`src/rtl/int_to_bfloat_conv_if.sv`:
```
// Valid/ready handshake bundle for the integer-to-bfloat16 encoder.
// The input side carries a signed integer and the output side carries the bfloat16 result.
interface int_to_bfloat_conv_if #(
  parameter int IN_W = 16
);
  logic            in_valid;
  logic            in_ready;
  logic [IN_W-1:0] in_data;
  logic            out_valid;
  logic            out_ready;
  logic [15:0]     out_data;

  modport master (
    output in_valid, in_data, out_ready,
    input  in_ready, out_valid, out_data
  );

  modport slave (
    input  in_valid, in_data, out_ready,
    output in_ready, out_valid, out_data
  );
endinterface

```
`src/rtl/int_to_bfloat_conv.sv`:
```
// Serial int -> bfloat16 encoder: one normalising shift per cycle, then
// round-to-nearest-even, then hold the result until it is accepted.
//
// state | meaning
// IDLE  | waiting for an input, in_ready high
// NORM  | shift magnitude left until its MSB is set
// ROUND | round the mantissa to nearest-even and register the result
// DONE  | out_valid high, result held until out_ready
module int_to_bfloat_conv #(
  parameter int IN_W = 16
) (
  input  logic                clk,
  input  logic                rst,
  int_to_bfloat_conv_if.slave bus,
  output logic                busy
);

  localparam logic [1:0] IDLE  = 2'd0;
  localparam logic [1:0] NORM  = 2'd1;
  localparam logic [1:0] ROUND = 2'd2;
  localparam logic [1:0] DONE  = 2'd3;

  localparam logic [7:0] EXP_INIT = 8'(127 + IN_W - 1);

  logic [1:0]      state;
  logic            sign;
  logic [IN_W-1:0] mag;
  logic [7:0]      expo;
  logic [15:0]     result;

  logic [IN_W-1:0] abs_in;
  logic [6:0]      mant;
  logic            guard;
  logic            sticky;
  logic            round_up;
  logic [7:0]      mant_inc;
  logic [7:0]      exp_rnd;

  // Most-negative input negates to 2^(IN_W-1), which still fits unsigned.
  assign abs_in = bus.in_data[IN_W-1] ? (~bus.in_data + IN_W'(1)) : bus.in_data;

  assign mant  = mag[IN_W-2:IN_W-8];
  assign guard = mag[IN_W-9];

  generate
    if (IN_W > 9) begin : g_sticky
      assign sticky = |mag[IN_W-10:0];
    end else begin : g_no_sticky
      assign sticky = 1'b0;
    end
  endgenerate

  assign round_up = guard & (sticky | mant[0]);
  assign mant_inc = {1'b0, mant} + 8'(round_up);
  assign exp_rnd  = expo + 8'(mant_inc[7]);

  assign bus.in_ready  = (state == IDLE);
  assign bus.out_valid = (state == DONE);
  assign bus.out_data  = result;
  assign busy          = (state != IDLE);

  always_ff @(posedge clk or posedge rst) begin
    if (rst) begin
      state  <= IDLE;
      sign   <= 1'b0;
      mag    <= '0;
      expo   <= 8'd0;
      result <= 16'h0000;
    end else begin
      case (state)
        IDLE: begin
          if (bus.in_valid) begin
            sign <= bus.in_data[IN_W-1];
            mag  <= abs_in;
            expo <= EXP_INIT;
            if (abs_in == '0) begin
              result <= 16'h0000;
              state  <= DONE;
            end else begin
              state <= NORM;
            end
          end
        end
        NORM: begin
          if (!mag[IN_W-1]) begin
            mag  <= mag << 1;
            expo <= expo - 8'd1;
          end else begin
            state <= ROUND;
          end
        end
        ROUND: begin
          // A carry out of the mantissa leaves mant_inc[6:0] at zero.
          result <= {sign, exp_rnd, mant_inc[6:0]};
          state  <= DONE;
        end
        default: begin
          if (bus.out_ready) state <= IDLE;
        end
      endcase
    end
  end

endmodule

```
`src/flat_wrapper.sv`:
```
// flat-port wrapper written by rule: the top's interface ports become plain ports
module int_to_bfloat_conv_flat 
#(
  parameter int IN_W = 16
)
  (clk, rst, busy, bus_in_valid, bus_in_data, bus_out_ready, bus_in_ready, bus_out_valid, bus_out_data);
  int_to_bfloat_conv_if #(.IN_W(IN_W)) bus_i ();
  input  logic clk;
  input  logic rst;
  output logic busy;
  input wire logic [$bits(bus_i.in_valid)-1:0] bus_in_valid;
  input wire logic [$bits(bus_i.in_data)-1:0] bus_in_data;
  input wire logic [$bits(bus_i.out_ready)-1:0] bus_out_ready;
  output wire logic [$bits(bus_i.in_ready)-1:0] bus_in_ready;
  output wire logic [$bits(bus_i.out_valid)-1:0] bus_out_valid;
  output wire logic [$bits(bus_i.out_data)-1:0] bus_out_data;
  assign bus_i.in_valid = bus_in_valid;
  assign bus_i.in_data = bus_in_data;
  assign bus_i.out_ready = bus_out_ready;
  assign bus_in_ready = bus_i.in_ready;
  assign bus_out_valid = bus_i.out_valid;
  assign bus_out_data = bus_i.out_data;
  int_to_bfloat_conv #(.IN_W(IN_W)) u_core (.clk(clk), .rst(rst), .bus(bus_i), .busy(busy));
endmodule
```
`config.mk`:
```
export PLATFORM = sky130hd
export DESIGN_NAME = int_to_bfloat_conv_flat
export DESIGN_NICKNAME = d
export VERILOG_FILES = /design/src/rtl/int_to_bfloat_conv_if.sv /design/src/rtl/int_to_bfloat_conv.sv /design/src/flat_wrapper.sv
export SDC_FILE = /design/constraint.sdc
export NUM_CORES = 1
export LEC_CHECK = 0
export BUFFER_PORTS_ARGS = -buffer_cell sky130_fd_sc_hd__clkbuf_2
export CORE_MARGIN = 3
export CORE_UTILIZATION = 54
export CTS_BUF_LIST = sky130_fd_sc_hd__clkbuf_4
export DETAILED_ROUTE_END_ITERATION = 8
export PLACE_DENSITY_LB_ADDON = 0.3
export SETUP_SLACK_MARGIN = 0.2
export SYNTH_ARGS = -nofsm -noshare
export SYNTH_HDL_FRONTEND = slang
export SYNTH_SLANG_ARGS = --single-unit
```
`constraint.sdc`:
```
create_clock -name clk -period 2.7 [get_ports clk]
set_input_delay 0.675 -clock clk [delete_from_list [all_inputs] [get_ports clk]]
set_output_delay 0.675 -clock clk [all_outputs]
set_load 0.02 [all_outputs]
```
**After elaboration in Yosys (flattened, before gate mapping)**

Cells that the tools add are included.

- Bits of input ports: 20
- Register bits: 43
- Output and inout port bits: 19

- Equal/unequal tests: 7
- Bitwise operators: 3
- Multiplexer cells: 15
- Reduce and logical (&&, ||, !) cells: 12
- Add/sub/neg operators: 4

Operators by type and width:

| kind | number |
|---|---|
| 16-bit two-way mux | 5 |
| 16-bit case mux with 2 select lines | 2 |
| 16-bit by 1-bit adder with 16-bit output (second input constant) | 1 |
| 16-bit logical NOT | 1 |
| 8-bit two-way mux | 2 |
| 16-bit inverter | 1 |
| 8-bit case mux with 2 select lines | 1 |
| 3-bit AND reduction | 3 |
| 7-bit by 1-bit adder with 8-bit output | 1 |
| 8-bit by 1-bit adder with 8-bit output | 1 |
| 2-bit two-way mux | 4 |
| 8-bit by 1-bit subtractor with 8-bit output (second input constant) | 1 |
| 7-bit OR reduction | 1 |
| 2-bit case mux with 3 select lines | 1 |
| 2-bit nonzero test | 3 |
| 2-bit == test (second input constant) | 2 |
| 2-bit by 1-bit inequality test with 1-bit output (second input constant) | 2 |
| 2-bit inequality test (second input constant) | 2 |
| 2-bit AND reduction | 2 |
| 4-bit nonzero test | 1 |
| 2-bit by 1-bit == test with 1-bit output (second input constant) | 1 |
| 2-bit logical NOT | 1 |
| 1-bit bitwise AND | 1 |
| 1-bit bitwise OR | 1 |

**Logic depth before layout (Yosys ltp)**

Gate-level depths: netlist of the first run.

- Word-level depth: 7
- Mapped depth: 10
- Gate-level depth less buffers: 9

**Least setup slack after synthesis of the first run**

OpenSTA, ideal clock, no wires.

- Path kind: input-to-reg
- Start: in bus_in_data[0]
- End: reg u_core.result[1] (netlist: u_core.bus.out_data[1])
- Buffers on the path: 1
- Library setup time: 0.125 ns
- Data arrival time: 2.921 ns
- Required time: 2.575 ns
- Stages on the path: 9
- Slack: -0.346 ns
- Cells stage by stage: inv_1 > ha_1 > or4b_4 > or4_4 > and3_1 > a211o_1 > a41oi_2 > buf_4 > o22ai_1

- Word-level cells in the longest chain between the ends: 6

Ends and longest elaborated chain:

| what | RTL line | RTL |
|---|---|---|
| from (decl) | flat_wrapper.sv:12 | `input wire logic [$bits(bus_i.in_data)-1:0] bus_in_data;` |
| 16-bit inverter | int_to_bfloat_conv.sv:40 | `assign abs_in = bus.in_data[IN_W-1] ? (~bus.in_data + IN_W'(1)) : bus.in_data;` |
| 16-bit by 1-bit adder with 16-bit output | int_to_bfloat_conv.sv:40 |  |
| 16-bit two-way mux * | int_to_bfloat_conv.sv:40 |  |
| 16-bit logical NOT * | int_to_bfloat_conv.sv:76 | `if (abs_in == '0) begin` |
| 2-bit by 1-bit inequality test with 1-bit output (no line) * | n/a |  |
| 3-bit AND reduction (no line) * | n/a |  |
| to (signal assigned) | int_to_bfloat_conv.sv:94 | `result <= {sign, exp_rnd, mant_inc[6:0]};` |
| to (decl) | int_to_bfloat_conv.sv:29 | `logic [15:0] result;` |

Every way passes the cells marked *; elsewhere a longest branch is shown, timed or not.
A chain may end at the register's enable or synchronous reset.

**Final worst setup path of the first run**

- Start: in bus_in_data[1]
- End: reg u_core.result[5] (netlist: u_core.bus.out_data[5])

The elaborated chain is that of the path after synthesis.

==> results of run 1 <==
-- cell usage after synthesis (all sizes together) (2+ instances only) --
master / number / area (sq um)
nand2: 49 / 183.9
dfrtp: 43 / 1076
o21ai: 23 / 115.1
xor2: 20 / 175.2
o22ai: 16 / 100.1
inv: 15 / 56.30
clkbuf: 14 / 52.55
nor2: 14 / 52.55
a21oi: 9 / 45.04
ha: 9 / 112.6
nand3: 8 / 40.04
nor3: 8 / 40.04
xnor2: 8 / 70.07
a22oi: 7 / 52.55
o22a: 7 / 61.31
or3: 6 / 37.54
buf: 5 / 37.54
o31ai: 5 / 37.54
and3: 4 / 25.02
and4: 4 / 37.54
mux2: 4 / 45.04
or2: 4 / 25.02
a31oi: 3 / 18.77
nand2b: 3 / 18.77
nor4: 3 / 18.77
a41oi: 2 / 25.03
and2: 2 / 12.51
nand4: 2 / 12.51
nor2b: 2 / 12.51
nor4b: 2 / 17.52
or4: 2 / 18.77
-- stage by stage --
| step | utilization, % | area, sq um | power (uW) | setup WS [ps] | setup TNS [ps] |
|---|---|---|---|---|---|
| final | 73.21 | 3550 | 1198 | 9.400 | 0 |
| after global routing | 73.21 | 3550 | 1250 | 9.546 | 0 |
| after CTS | 72.05 | 3493 | 1206 | 20.11 | 0 |
| after detailed placement | 66.25 | 3212 | 786.8 | -518.9 | -8535 |
| after global placement | 66.25 | 3212 | 783.5 | -448.5 | -7475 |
| after floorplan | - | 2798 | 719.3 | -268.2 | -3950 |
-- worst min path at each step --
stage / to / cells past startpoint
after floorplan: u_core.mag[1] / 2
after global placement: u_core.mag[1] / 2
after detailed placement: u_core.mag[1] / 2
after CTS: u_core.bus.out_data[8] / 3
after global routing: u_core.bus.out_data[8] / 3
final: u_core.mag[12] / 3
-- registers in the layout, indices dropped and copies added (netlist names) --
register and flops:
u_core.state 2, u_core.mag 16, u_core.bus.out_data 16, u_core.expo 8, u_core.sign 1
-- cell families (layout without fill, tap and decap cells) --
| logic type | Yosys count | count (layout) | synth area share (%) |
|---|---|---|---|
| and+or+nand+nor | 117 | 118 | 21.47 |
| adders and majority gates | 9 | 9 | 4.076 |
| AOI/OAI and AO/OA | 81 | 81 | 19.34 |
| buffers and inverters | 34 | 94 | 5.299 |
| DFF | 43 | 43 | 38.95 |
| xor gates and xnor gates | 28 | 28 | 8.877 |
| muxes | 5 | 5 | 1.993 |
-- worst reg2reg max path, stage by stage, from the launching register on --
cell and delay (ps):
dfrtp_1 440, inv_1 110, ha_1 280, inv_1 130, or2_2 300, a311oi_1 200, and4_4 320, and4_4 360
o22ai_2 120
-- power by group --
| part | switching (uW) | leakage (uW) | internal, uW |
|---|---|---|---|
| clock | 215 | 0.0000452 | 195 |
| sequential | 0.00355 | 0.000492 | 644 |
| combinational | 78.5 | 0.00103 | 65.6 |
| total | 293 | 0.00156 | 905 |
-- timing repair --
item                                    in CTS  in global routing
pin swaps                                    9                  6
endpoints found under the setup margin      17                 17
gates cloned                                 2                  0
setup buffers                                3                  0
resized for setup                           24                 12
-- placed cells by master (no fill, tap or decap), types with 3 or more instances in the layout --
cell,Yosys,layout
nand2_1,49,49
dfrtp_1,43,43
clkbuf_2,0,36
buf_4,1,30
o21ai_0,23,22
xor2_1,20,20
o22ai_2,0,15
nor2_1,14,14
inv_1,15,13
a21oi_1,9,9
nor3_1,8,8
nand3_1,8,8
xnor2_1,8,8
ha_1,9,8
a22oi_1,7,7
o22a_1,7,7
or3_1,6,6
clkbuf_4,0,5
or2_2,4,4
o31ai_1,5,4
mux2_2,4,4
nor4_1,3,3
and3_1,4,3
nand2b_1,3,3
and4_4,1,3
-- cell type report --
cell class	instances	area, sq um	share of cell area, %
clock buffers	5	37.54	1.057
well taps	67	83.83	2.362
flip-flops and latches	43	1076	30.31
inverters	15	73.82	2.080
clock inverters	3	43.79	1.234
repair buffers	71	501.7	14.13
multi-input cells	241	1733	48.82
-- routing by layer --
metal	vias to the layer above	wire, um	track usage (%)
met1	1223	3188	34.03
li1	1265	-	-
met2	84	3282	39.38
met4	0	63	6.228
met3	5	344	2.784
met5	-	0	0
==> metrics, run 1 <==
Worst-Skew Late Latency roughly 360 ps; number of remaining DRC errors 0; CP max FO 8; Initial Utilization a little under three fifths; Starting DRT DRC Count 161; Worst slew margin approximately 59%; type of the most critical hold path primary input to asynchronous set/reset pin; first-pass GRT wire length 11.65 mm; critical path type primary input to flip-flop; hold_ws slightly above 400 ps; CP startpoint bus_in_data[1]; die width between 70 and 80 um; num ports 39; worst-case reg-to-reg path depth 8; max cap viols 0; number of nets still failing antenna checks after routing 0; clock transition at the registers of the reported paths about 140 ps; CP top delay family simple AND/OR/NAND/NOR gates; FILL cells about 370; P_leak between 0.0015 and 0.002 uW; placed insts roughly 430; FF+latch count, synth between 40 and 50; root buffer cell clkbuf_4; WP depth 10; unrepaired setup endpoints after global routing true; cts bufs inserted 5; WP data required 2940 ps; final hold vios 0; critical path cell sequence clkbuf_16 -> inv_12 -> ha_4 -> or4b_4 -> or4_4 -> and3_4 -> a211o_4 -> a41oi_4 -> clkbuf_16 -> o22ai_2; Reg2Reg Setup Slack roughly 320 ps; mean post-synth cell area ~8.7 sq um; # port buffers 38; WP data arrival 2930 ps; CTS tree done; Clock Path Buffers 2; non-filler cells in the finished layout 445; FFs w/ async S/R, synth 100.0%; Area growth, synth to finish 28.49%; RR Startpoint u_core.state[0]; startpoint types primary input; Yosys warnings 0; clock period minus worst slack ~2700 ps; GR Overflow Total 0; FF-to-FF End u_core.bus.out_data[5]; via count between 2,000 and 3,000; Setup violations, final 0; Core Region just under 5000 sq um; crit path buf inv count 3; Pins Over Slew Limit 0; initial antenna violation count 0; worst-margin pin slew slightly above 600 ps; Max VDD drop roughly 0.18 mV; Post-Synthesis Cells between 300 and 400; number of flops mapped to enable cells by yosys 0; Post-DP HPWL 4.794 mm; clk sinks 43; status completed; number of diodes 0; Post-Route WL about 6.9 mm; die area 6010 sq um; drt pass-1 iters 4; Rows 25; vias in the first global route approximately 2,400; synth unique cells 50; H-tree depth 2; Worst path slowest cell or4_4; GRT Util Overall 24.09%; crit-path most repeated cell clkbuf_16; critical path's largest stage delay 480 ps; synthesized area between 2000 and 3000 sq um; post-synthesis net count approximately 350; Crit. End Element flip-flop; sequential element share of the synthesized area between 30% and 40%; routed wire length per instance 15.46 um; largest net degree at the start of global routing 44; predominant post-synthesis flop cell dfrtp_1; fmax about 0.37 GHz; period utilization 99.65%; detailed-route vias per instance slightly below 6; share of cells above drive strength 1 a little under a third; Final nets just over 400; Post-CTS Hold Buffers 0; clock skew around 20 ps; die height approximately 78 um; placer congestion estimate slightly above 0.9; Critical Path Sink u_core.bus.out_data[5]; Pwr Density 337.5 nW/um^2
No activity file was read; power rests on OpenSTA's default activity.
==> inputs of run 2 (changes only) <==
--- a/config.mk
+++ b/config.mk
@@ -7,8 +7,7 @@
 export LEC_CHECK = 0
 export BUFFER_PORTS_ARGS = -buffer_cell sky130_fd_sc_hd__clkbuf_2
 export CORE_MARGIN = 3
-export CORE_UTILIZATION = 54
-export CTS_BUF_LIST = sky130_fd_sc_hd__clkbuf_4
+export CORE_UTILIZATION = 57
 export DETAILED_ROUTE_END_ITERATION = 8
 export PLACE_DENSITY_LB_ADDON = 0.3
 export SETUP_SLACK_MARGIN = 0.2
==> metrics, run 2 (synthesis results as in run 1) <==
Starting DRT DRC Count 151; type of the most critical hold path primary input to asynchronous set/reset pin; Max VDD drop about 0.28 mV; unrepaired setup endpoints after global routing true; die height 75.62 um; P_leak around 0.0016 uW; FF-to-FF End u_core.bus.out_data[7]; switch share approximately 23%; wl on met1 between 3 and 4 mm; Pins Over Slew Limit 0; fmax ~0.35 GHz; WP data arrival about 3000 ps; cts bufs inserted 5; worst-case reg-to-reg path depth 10; clock period minus worst slack 2824 ps; FILL cells ~290; placer congestion estimate 0.8589; largest net degree at the start of global routing 44; worst-margin pin slew between 600 and 700 ps; Final nets between 400 and 500; Worst slew margin about 59%; RR Startpoint u_core.state[0]; num ports 39; clock skew 12.28 ps; Crit. End Element flip-flop; vias in the first global route around 2,400; number of diodes 0; H-tree depth 2; WP data required approximately 2900 ps; combinational cell fraction of total power a little under an eighth; status complete, but fails checks; placed insts roughly 420; most frequent cells in the layout 49 x nand2_1, 43 x dfrtp_1, 36 x clkbuf_2, 33 x buf_4, 22 x o21ai_0; Rows 24; period utilization 104.6%; critical path type primary input to flip-flop; final instance area ~3600 sq um; startpoint types primary input; Worst-Skew Late Latency 300 ps; Area growth, synth to finish 29.39%; uppermost layer routed met4; Core Region 4504 sq um; die area between 5000 and 6000 sq um; CTS tree done; number of nets still failing antenna checks after routing 0; routed wire length per instance 16.58 um; Internal ~1000 uW; hold_ws between 400 and 500 ps; Setup violations, final 16; via count approximately 2,700; non-filler cells in the finished layout between 400 and 500; GR Overflow Total 0; Clk network pwr share 37.7%; routed length on met3 407 um; initial antenna violation count 0; detailed-route vias per instance roughly 6; Initial Utilization 61.33%; Tot Pwr about 1300 uW; fin worst setup slack -123.8 ps; max cap viols 0; Post-CTS Hold Buffers 0; final hold vios 0; failing checks negative setup slack; clock transition at the registers of the reported paths 80 ps; root buffer cell clkbuf_8; Post-Route WL between 7 and 8 mm; first-pass GRT wire length around 11 mm; share of cells above drive strength 1 a little under a third; Post-DP HPWL 4.753 mm; Reg power frac 50.5%; # port buffers 38; GRT Util Overall approximately 26%; P_sw around 290 uW; number of remaining DRC errors 0; drt pass-1 iters 5; commonest non-fill, non-tap cell in the layout nand2_1; total negative slack -1814 ps; die width 75.62 um; CP max FO 8; Pwr Density 356.2 nW/um^2; Cell Area, Placed 3201 sq um; met2 WL around 3.4 mm; Reg2Reg Setup Slack around 380 ps; Clock Path Buffers 2; clk sinks 43
==> run 2: cell count changes in the layout (fill, tap and decap cells not counted), moves of 2 or more <==
| cell | previous run | this run |
|---|---|---|
| clkbuf_8 | 0 | 6 |
| o22ai_1 | 0 | 6 |
| o22ai_2 | 15 | 9 |
| clkbuf_4 | 5 | 0 |
| buf_4 | 30 | 33 |
| buf_6 | 1 | 3 |
==> run 2: final cells by class <==
cell class                 instances  area [sq um]  area share (%)
inverter                          15         73.82           2.065
multi-input combinational        241          1709           47.81
tap                               52         65.06           1.820
clock buffer                       6         72.57           2.030
timing repair buffer              76         548.0           15.33
clock inverter                     1         30.03          0.8400
sequential                        43          1076           30.10
==> run 2: worst max-delay path by stage <==
stage | to | startpoint | slack [ps]
finish | u_core.bus.out_data[14] | bus_in_data[1] | -120
global route | u_core.bus.out_data[7] | bus_in_data[1] | -160
CTS | u_core.bus.out_data[7] | bus_in_data[0] | -90
detailed placement | u_core.bus.out_data[2] | bus_in_data[1] | -560
global placement | u_core.bus.out_data[11] | bus_in_data[1] | -450
floorplan | u_core.bus.out_data[1] | bus_in_data[1] | -270
==> run 2: power groups by stage <==
stage / sequential, uW / clock (uW) / combinational (uW)
final: 643 / 480 / 150
after global routing: 643 / 504 / 165
after CTS: 643 / 483 / 139
after detailed placement: 656 / 0 / 130
after global placement: 656 / 0 / 127
after floorplan: 656 / 0 / 63.0
==> run 2: worst max-delay path, stage by stage <==
cell	delay [ps]
clkbuf_16	130
inv_12	40
ha_4	120
or4b_4	480
or4_4	540
and3_4	180
a211o_4	310
a41oi_4	180
buf_6	130
buf_12	120
o22ai_2	70
==> run 2: routing by layer <==
metal	vias to the layer above	GRT usage [%]
met1	1263	35.20
met5	-	0
met3	17	4.617
li1	1275	-
met4	0	8.350
met2	111	42.19
==> run 2: metrics by stage <==
| stage | worst slack (ps) | util [%] |
|---|---|---|
| 3_3_place_gp | -448.7 | 71.06 |
| 3_5_place_dp | -563.2 | 71.06 |
| 5_1_grt | -157.3 | 79.36 |
| 2_1_floorplan | -268.2 | - |
| 6_report | -123.8 | 79.36 |
| 4_1_cts | -87.40 | 76.47 |
==> run 2: timing repair <==
action / in CTS / in global routing
gates resized for setup: 10 / 21
setup buffers: 4 / 3
endpoints found under the setup margin: 18 / 19
cloned: 2 / 0
pin swaps: 5 / 10
